**src/rtl/axi4_stream_pkg.sv**
```systemverilog
// Shared types and sizing helpers for the AXI4-Stream multiply responder.
package axi4_stream_pkg;

    typedef enum logic [1:0] {
        IDLE,
        RX,
        CALC,
        TX
    } state_e;

    // Beats needed to carry one operand of sz bits on a dsz-bit stream.
    function automatic int unsigned op_beats(input int unsigned sz, input int unsigned dsz);
        return sz / dsz;
    endfunction

    // Beats needed to carry the double-width product.
    function automatic int unsigned res_beats(input int unsigned sz, input int unsigned dsz);
        return 2 * op_beats(sz, dsz);
    endfunction

endpackage

```
**src/rtl/axi4_stream_serializer.sv**
```systemverilog
// Product shift register: loads a Width-bit word and streams it out LSB beat first.
module axi4_stream_serializer
    import axi4_stream_pkg::*;
#(
    parameter int unsigned Width = 64,
    parameter int unsigned Dsz   = 8
) (
    input  logic             clk_i,
    input  logic             rst_ni,
    input  logic             load_i,
    input  logic [Width-1:0] data_i,
    output logic [Dsz-1:0]   tdata_o,
    output logic             tvalid_o,
    input  logic             tready_i,
    output logic             tlast_o,
    output logic             done_o
);

    localparam int unsigned Beats = op_beats(Width, Dsz);
    localparam int unsigned CntW  = (Beats > 1) ? $clog2(Beats) : 1;

    logic [Width-1:0] shift_q, shift_d;
    logic [CntW-1:0]  cnt_q, cnt_d;
    logic             valid_q, valid_d;
    logic             last_beat;
    logic             fire;

    assign last_beat = (cnt_q == CntW'(Beats - 1));
    assign fire      = valid_q & tready_i;

    // Next-state: load a fresh word, or advance one beat on each accepted transfer.
    always_comb begin
        shift_d = shift_q;
        cnt_d   = cnt_q;
        valid_d = valid_q;
        if (load_i) begin
            shift_d = data_i;
            cnt_d   = '0;
            valid_d = 1'b1;
        end else if (fire) begin
            if (last_beat) begin
                cnt_d   = '0;
                valid_d = 1'b0;
            end else begin
                shift_d = shift_q >> Dsz;
                cnt_d   = cnt_q + CntW'(1);
            end
        end
    end

    // State registers; outputs are driven straight from these so they hold under back-pressure.
    always_ff @(posedge clk_i or negedge rst_ni) begin
        if (!rst_ni) begin
            shift_q <= '0;
            cnt_q   <= '0;
            valid_q <= 1'b0;
        end else begin
            shift_q <= shift_d;
            cnt_q   <= cnt_d;
            valid_q <= valid_d;
        end
    end

    assign tdata_o  = shift_q[Dsz-1:0];
    assign tvalid_o = valid_q;
    assign tlast_o  = valid_q & last_beat;
    assign done_o   = fire & last_beat;

endmodule

```
**src/rtl/axi4_stream_mul_responder.sv**
```systemverilog
// Responder end of the AXI4-Stream multiply link: collects a/b, multiplies, streams the product.
module axi4_stream_mul_responder
    import axi4_stream_pkg::*;
#(
    parameter int unsigned SZ  = 32,
    parameter int unsigned DSZ = 8
) (
    input  logic           clk,
    input  logic           _rst,
    input  logic [DSZ-1:0] tdata_to_slave,
    input  logic           tvalid_to_slave,
    output logic           tready_to_slave,
    input  logic           tlast_to_slave,
    output logic [DSZ-1:0] tdata_to_master,
    output logic           tvalid_to_master,
    input  logic           tready_to_master,
    output logic           tlast_to_master,
    output logic           frame_err
);

    localparam int unsigned InBeats = 2 * op_beats(SZ, DSZ);
    localparam int unsigned CntW    = $clog2(InBeats);

    state_e            state_q, state_d;
    logic [CntW-1:0]   cnt_q, cnt_d;
    logic [2*SZ-1:0]   op_q, op_d;     // {b, a}
    logic [2*SZ-1:0]   prod_q, prod_d;
    logic              load_q, load_d;
    logic              frame_err_q, frame_err_d;
    logic              accept;
    logic              ser_done;

    assign tready_to_slave = (state_q == RX);
    assign accept          = tready_to_slave & tvalid_to_slave;

    // FSM next-state, operand capture and framing checks.
    always_comb begin
        state_d     = state_q;
        cnt_d       = cnt_q;
        op_d        = op_q;
        prod_d      = prod_q;
        frame_err_d = 1'b0;
        load_d      = 1'b0;
        unique case (state_q)
            IDLE: state_d = RX;
            RX: begin
                if (accept) begin
                    op_d[cnt_q*DSZ +: DSZ] = tdata_to_slave;
                    if (cnt_q == CntW'(InBeats - 1)) begin
                        // Full frame: tlast is not required on the final beat.
                        cnt_d   = '0;
                        state_d = CALC;
                    end else if (tlast_to_slave) begin
                        // Early tlast aborts the frame and discards everything so far.
                        cnt_d       = '0;
                        op_d        = '0;
                        frame_err_d = 1'b1;
                    end else begin
                        cnt_d = cnt_q + CntW'(1);
                    end
                end
            end
            CALC: begin
                prod_d  = {{SZ{1'b0}}, op_q[SZ-1:0]} * {{SZ{1'b0}}, op_q[2*SZ-1:SZ]};
                load_d  = 1'b1;
                state_d = TX;
            end
            TX: begin
                if (ser_done) state_d = RX;
            end
            default: state_d = IDLE;
        endcase
    end

    // State, operand and product registers.
    always_ff @(posedge clk or negedge _rst) begin
        if (!_rst) begin
            state_q     <= IDLE;
            cnt_q       <= '0;
            op_q        <= '0;
            prod_q      <= '0;
            load_q      <= 1'b0;
            frame_err_q <= 1'b0;
        end else begin
            state_q     <= state_d;
            cnt_q       <= cnt_d;
            op_q        <= op_d;
            prod_q      <= prod_d;
            load_q      <= load_d;
            frame_err_q <= frame_err_d;
        end
    end

    assign frame_err = frame_err_q;

    axi4_stream_serializer #(
        .Width (2 * SZ),
        .Dsz   (DSZ)
    ) u_serializer (
        .clk_i    (clk),
        .rst_ni   (_rst),
        .load_i   (load_q),
        .data_i   (prod_q),
        .tdata_o  (tdata_to_master),
        .tvalid_o (tvalid_to_master),
        .tready_i (tready_to_master),
        .tlast_o  (tlast_to_master),
        .done_o   (ser_done)
    );

endmodule

```
**config.mk**
```make
export PLATFORM = sky130hd
export DESIGN_NAME = axi4_stream_mul_responder
export DESIGN_NICKNAME = d
export VERILOG_FILES = /design/src/rtl/axi4_stream_pkg.sv /design/src/rtl/axi4_stream_serializer.sv /design/src/rtl/axi4_stream_mul_responder.sv
export SDC_FILE = /design/constraint.sdc
export NUM_CORES = 2
export LEC_CHECK = 0
export CORE_ASPECT_RATIO = 0.6
export CORE_MARGIN = 8
export CORE_UTILIZATION = 35
export DETAILED_ROUTE_END_ITERATION = 8
export SETUP_SLACK_MARGIN = 0.4
export SLEW_MARGIN = 20
export SYNTH_ARGS = -nofsm -noshare
export SYNTH_HDL_FRONTEND = slang
export SYNTH_SLANG_ARGS = --single-unit
```
**constraint.sdc**
```tcl
create_clock -name clk -period 8.6 [get_ports clk]
set_clock_uncertainty 0.15 [all_clocks]
set_input_delay 2.15 -clock clk [delete_from_list [all_inputs] [get_ports clk]]
set_output_delay 2.15 -clock clk [all_outputs]
set_load 0.005 [all_outputs]
```
== Word level (Yosys, flattened, before mapping) ==
Index checks and enable logic that the tools add are counted.

* Flip-flop bits (word level): 203
* Input bits: 13

* Add/sub/neg operators: 3
* Multiply operators: 1
* Equal/unequal tests: 9
* Shift-type cells: 2
* Multiplexer cells: 23
* Bitwise logic cells: 4
* Reduce and logical (&&, ||, !) cells: 7

{| class="wikitable"
|+ Operators by type and width
! operator !! number
|-
| 64-bit 2-to-1 mux || 5
|-
| 64-bit bitwise mux || 1
|-
| 32-bit by 32-bit multiplier with 64-bit output || 1
|-
| 8-bit by 34-bit variable shift with 64-bit output (first input constant) || 1
|-
| 8-bit by 34-bit variable part select with 64-bit output || 1
|-
| 6-bit negator with 34-bit output || 1
|-
| 3-bit 2-to-1 mux || 5
|-
| 1-bit 2-to-1 mux || 8
|-
| 2-bit one-hot mux with 4 select lines || 1
|-
| 3-bit by 1-bit adder with 3-bit output (second input constant) || 2
|-
| 3-bit == test (second input constant) || 2
|-
| 2-bit 2-to-1 mux || 3
|-
| 2-bit AND reduction || 3
|-
| 1-bit AND || 4
|-
| 2-bit == test (second input constant) || 2
|-
| 2-bit by 1-bit inequality test with 1-bit output (second input constant) || 2
|-
| 2-bit inequality test (second input constant) || 2
|-
| 2-bit nonzero test || 2
|-
| 3-bit AND reduction || 1
|-
| 2-bit by 1-bit == test with 1-bit output (second input constant) || 1
|-
| 2-bit logical NOT || 1
|}

== Longest topological paths before layout ==
* Word-level depth: 5
* Gate-level depth with buffers: 30
* Mapped depth without buffers: 28

== Cells and area by module ==
From an unflattened synthesis, not the netlist that was laid out.

* Cells, all modules: 4540
* Area, all modules: 42409.4 sq um

{| class="wikitable"
|+ By module, submodules not included
! module !! times used !! cells each !! area an instance (sq um) !! seq. area each (sq um)
|-
| axi4_stream_mul_responder || 1 || 4170 || 38792.2 || 3378.2
|-
| axi4_stream_serializer || 1 || 370 || 3617.2 || 1701.6
|}

== Least setup slack after synthesis ==
Ideal clock, no wire load.

* Kind: register to register
* Start: reg op_q[34]
* End: reg prod_q[54]
* Setup time: 125 ps
* Arrival: 7426 ps
* Required time: 8325 ps
* Path slack: 899 ps
* Cell stages (with the launch flop): 26
* Period minus slack after synthesis: 7701 ps
* Cells stage by stage: dfrtp_1 clkbuf_1 and2_1 fa_1 inv_1 fa_1 fa_1 fa_1 inv_1 fa_1 inv_1 fa_1 inv_1 fa_1 inv_1 fa_1 inv_1 ha_1 clkbuf_1 nand4_1 o41a_1 o21ba_1 o41a_1 o31a_1 xnor2_1 mux2_2

* Cells in the longest elaborated chain, start to end: 1

{| class="wikitable"
|+ Ends and longest elaborated chain
! element !! RTL line !! source
|-
| from (decl) || axi4_stream_mul_responder.sv:26 || <nowiki>logic [2*SZ-1:0] op_q, op_d;</nowiki>
|-
| from (signal assigned) || axi4_stream_mul_responder.sv:87 || <nowiki>op_q <= op_d;</nowiki>
|-
| 32-bit by 32-bit multiplier with 64-bit output || axi4_stream_mul_responder.sv:64 || <nowiki>prod_d = {{SZ{1'b0}}, op_q[SZ-1:0]} * {{SZ{1'b0}}, op_q[2*SZ-1:SZ]};</nowiki>
|-
| to (signal assigned) || axi4_stream_mul_responder.sv:88 || <nowiki>prod_q <= prod_d;</nowiki>
|-
| to (decl) || axi4_stream_mul_responder.sv:27 || <nowiki>logic [2*SZ-1:0] prod_q, prod_d;</nowiki>
|}

Every way passes these cells.
A chain may end at the register's enable or synchronous reset.

== Worst setup path after layout ==
* Start: reg op_q[46]
* End: reg prod_q[59]

The elaborated chain is that of the path after synthesis.

==> impl_metrics.yaml <==
run_status:
  status: "finished clean"
sta:
  worst_pin_slew_ns: 1.008
  rsz0062_at_grt: "yes"
  relSlewSlack_pct: 32.81
  finalSetupTns_ns: 0
  fmax_ghz: 0.1247
  fin_crit_ns: 8.022
  setup_viol: 0
  finalCritPeriodShare_pct: 93.28
  final_max_slew_viol_count: 0
  hold_viol: 0
synth:
  avgSynthCellArea_um2: 9.282
  ys.flop_type: "dfrtp_1"
  synth-seq-cells: 203
  synth_seq_area_share_pct: 12.16
  synth_edf_count: 0
  netlist_area_um2: 41780
  async_flop_share_pct: 100.0
  yosysWarningCount: 0
  syn_inst: 4501
  syn_nets: 5686
  synthDistinctLibCells: 61
layout:
  post-route-util_pct: 38.21
  finalInstanceArea_um2: 45400
  seqCellArea_um2: 5164
  fin_nets: 5641
  multi_input_area_um2: 32510
  n_antenna_cell: 0
  final_cells: 6069
  area_growth_pct: 8.682
  fillers: 11870
  layout-drive-gt1-share_pct: 7.988
worst_setup_path:
  crit_top_cell: "fa_1"
  path_cells: "buf_4 > and2_1 > fa_1 > fa_1 > inv_1 > fa_1 > fa_1 > inv_1 > fa_1 > fa_1 > fa_1 > fa_1 > ha_1 > a21oi_1 > o21ai_1 > a211oi_1 > o21ai_0 > a21oi_1 > o21ai_1 > buf_4 > a21oi_2 > o21bai_1 > xor2_1 > mux2_2"
  path_max_fanout: 19
  crit_arrival_ns: 8.27
  max_stage_delay_ns: 0.60
  critPathTopFamily: "adder cells"
  crit_buf_inv: 4
  cp-end-kind: "flop"
  crit_slowest_cell: "dfrtp_4"
  criticalPathCategory: "flop to flop"
  worstPathRequired_ns: 8.85
  cp-start-kind: "flop"
die:
  rows: 98
  initial_utilization_pct: 35.16
  die-area_um2: 131000
  die_h_um: 283.6
  core_um2: 118800
  die_width_um: 462.0
  io_pins: 25
power_and_ir_drop:
  p_leak_uw: 0.02291
  vdd_drop_max_mv: 0.1022
  power_density_nw_per_um2: 43.38
clock_tree:
  htreeDepth: 1
  path_clk_slew_ns: 0.07
  cts_hold_buf: 0
  clock-sinks: 203
  cts_root_buf: "clkbuf_16"
  clk_latency_ns: 0.52
  cts_inserted_buffers: 21
  cts_tree: "done"
  clock_tree.buffer_depth: 3
placement:
  port-buffer-count: 24
  gp_congestion: 0.9165
  placed_cell_area_um2: 44310
  dp_hpwl_mm: 96.41
  placed_cells: 6015
global_routing:
  antenna_found_initial: 2
  grt_pass1_vias: 31320
  grt_pass1_wl_mm: 186.0
  grt_usage_pct: 17.88
  grt_max_degree: 133
  gr-total-overflow: 0
routing:
  wl_mm: 116.7
  first_pass_iters: 5
  first_iter_violations: 2436
  route.detailed.drc: 0
  viasPerCell: 4.960
  wl_per_cell_um: 19.22
  antenna_left: 0
  vias: 30100
worst_hold_path:
  min_path_type: "flop to flop"
run:
  max-cap-violations: 0
[worst paths after layout]
kind | start | to | slack (ns) | cells after the start
setup / recovery | op_q[46] | prod_q[59] | 0.58 | 24
hold / removal | prod_q[57] | u_serializer.shift_q[57] | 0.33 | 2
setup reg to reg | op_q[46] | prod_q[59] | 0.58 | 24
hold reg to reg | prod_q[57] | u_serializer.shift_q[57] | 0.33 | 2
max in group asynchronous | _rst | op_q[44] | 5.31 | 2
min in group asynchronous | _rst | u_serializer.tvalid_o | 1.49 | 1
[per-stage QoR]
step	hold WS, ns	setup WS (ns)	power, µW
after floorplan	0.2955	0.8994	974.8
after global placement	0.3101	0.1909	1012
after detailed placement	0.3152	0.1483	1012
after CTS	0.3307	0.4049	1983
after global routing	0.3522	0.3133	2025
final	0.3272	0.5777	1969
[registers in the layout, summed over array words and instances, names as in the netlist]
| signal | count |
|---|---|
| op_q | 64 |
| u_serializer.cnt_q | 3 |
| load_q | 1 |
| prod_q | 64 |
| u_serializer.shift_q | 64 |
| u_serializer.tvalid_o | 1 |
| frame_err | 1 |
| cnt_q | 3 |
| state_q | 2 |
[cell usage after synthesis (all sizes together), types with 3 or more instances]
library cell	n	area, µm²
fa	896	17940
inv	872	3273
nand2	631	2369
and2	584	3654
ha	276	3453
clkbuf	266	998.5
dfrtp	203	5080
a21oi	131	655.6
nor2	121	454.2
o21ai	103	515.5
mux2i	67	670.6
mux2	50	563.0
nand3	50	250.2
xnor2	39	341.6
a21o	25	187.7
nand4	25	156.4
xor2	19	166.4
nor3	17	85.08
o21bai	13	97.59
buf	12	75.07
nor2b	8	50.05
o21a	8	60.06
a211oi	6	45.04
and3	6	37.54
a211o	5	43.79
a31oi	5	31.28
o211ai	5	37.54
o31ai	5	37.54
nor3b	4	30.03
or2	4	25.02
nand2b	3	18.77
nand3b	3	22.52
[logic make-up after synthesis]
logic type / Yosys count / synth area share (%)
AO/OA/AOI/OAI: 339 / 4.840
XOR/XNOR: 58 / 1.216
adder cells (fa/ha/maj): 1172 / 51.20
buffers and inverters: 1150 / 10.40
flip-flops: 203 / 12.16
multiplexers: 117 / 2.953
AND/OR/NAND/NOR: 1462 / 17.22
[report_power, final]
part,internal [µW],switching (µW)
clock,559,417
combinational,6.77,32.1
sequential,954,0
[cell type report]
class | count | area share (%)
Sequential cell | 203 | 11.37
Tap cell | 1600 | 4.409
Clock inverter | 11 | 0.3307
Timing Repair Buffer | 210 | 3.844
Multi-Input combinational cell | 3148 | 71.60
Clock buffer | 25 | 1.235
Inverter | 872 | 7.209
[cells in the final DEF (no fill, tap or decap), types with 17 or more instances in the layout]
cell             count
nand4_1             25
inv_1              872
nand2_1            629
and2_1             580
dfrtp_1            158
mux2i_1             67
dfrtp_2             34
nand3_1             49
fa_1               893
clkbuf_16           21
mux2_2              50
buf_4              170
nor2_1             120
xor2_1              19
xnor2_1             39
clkdlybuf4s50_1     23
ha_1               271
a21o_1              25
o21ai_0             92
a21oi_1            123
nor3_1              17
[worst min-delay path, delay by kind of cell (launching register included)]
kind / cells / cell delay, ns
flops: 1 / 0.34
simple gates: 1 / 0.05
compound gates: 1 / 0.06
[routing by layer]
| metal | up-vias | wire length [µm] | global-route usage, % |
|---|---|---|---|
| met5 | - | 0 | 0 |
| met4 | 0 | 1444 | 2.078 |
| met3 | 77 | 11480 | 4.343 |
| met2 | 1196 | 46090 | 24.37 |
| met1 | 15540 | 57660 | 28.93 |
| li1 | 13290 | - | - |
[what timing repair did]
item	in CTS	in global routing
setup buffers	2	16
gates resized for setup	25	71
setup endpoints to repair	14	22
pin swaps	0	12
(Power assumes the default switching activity.)
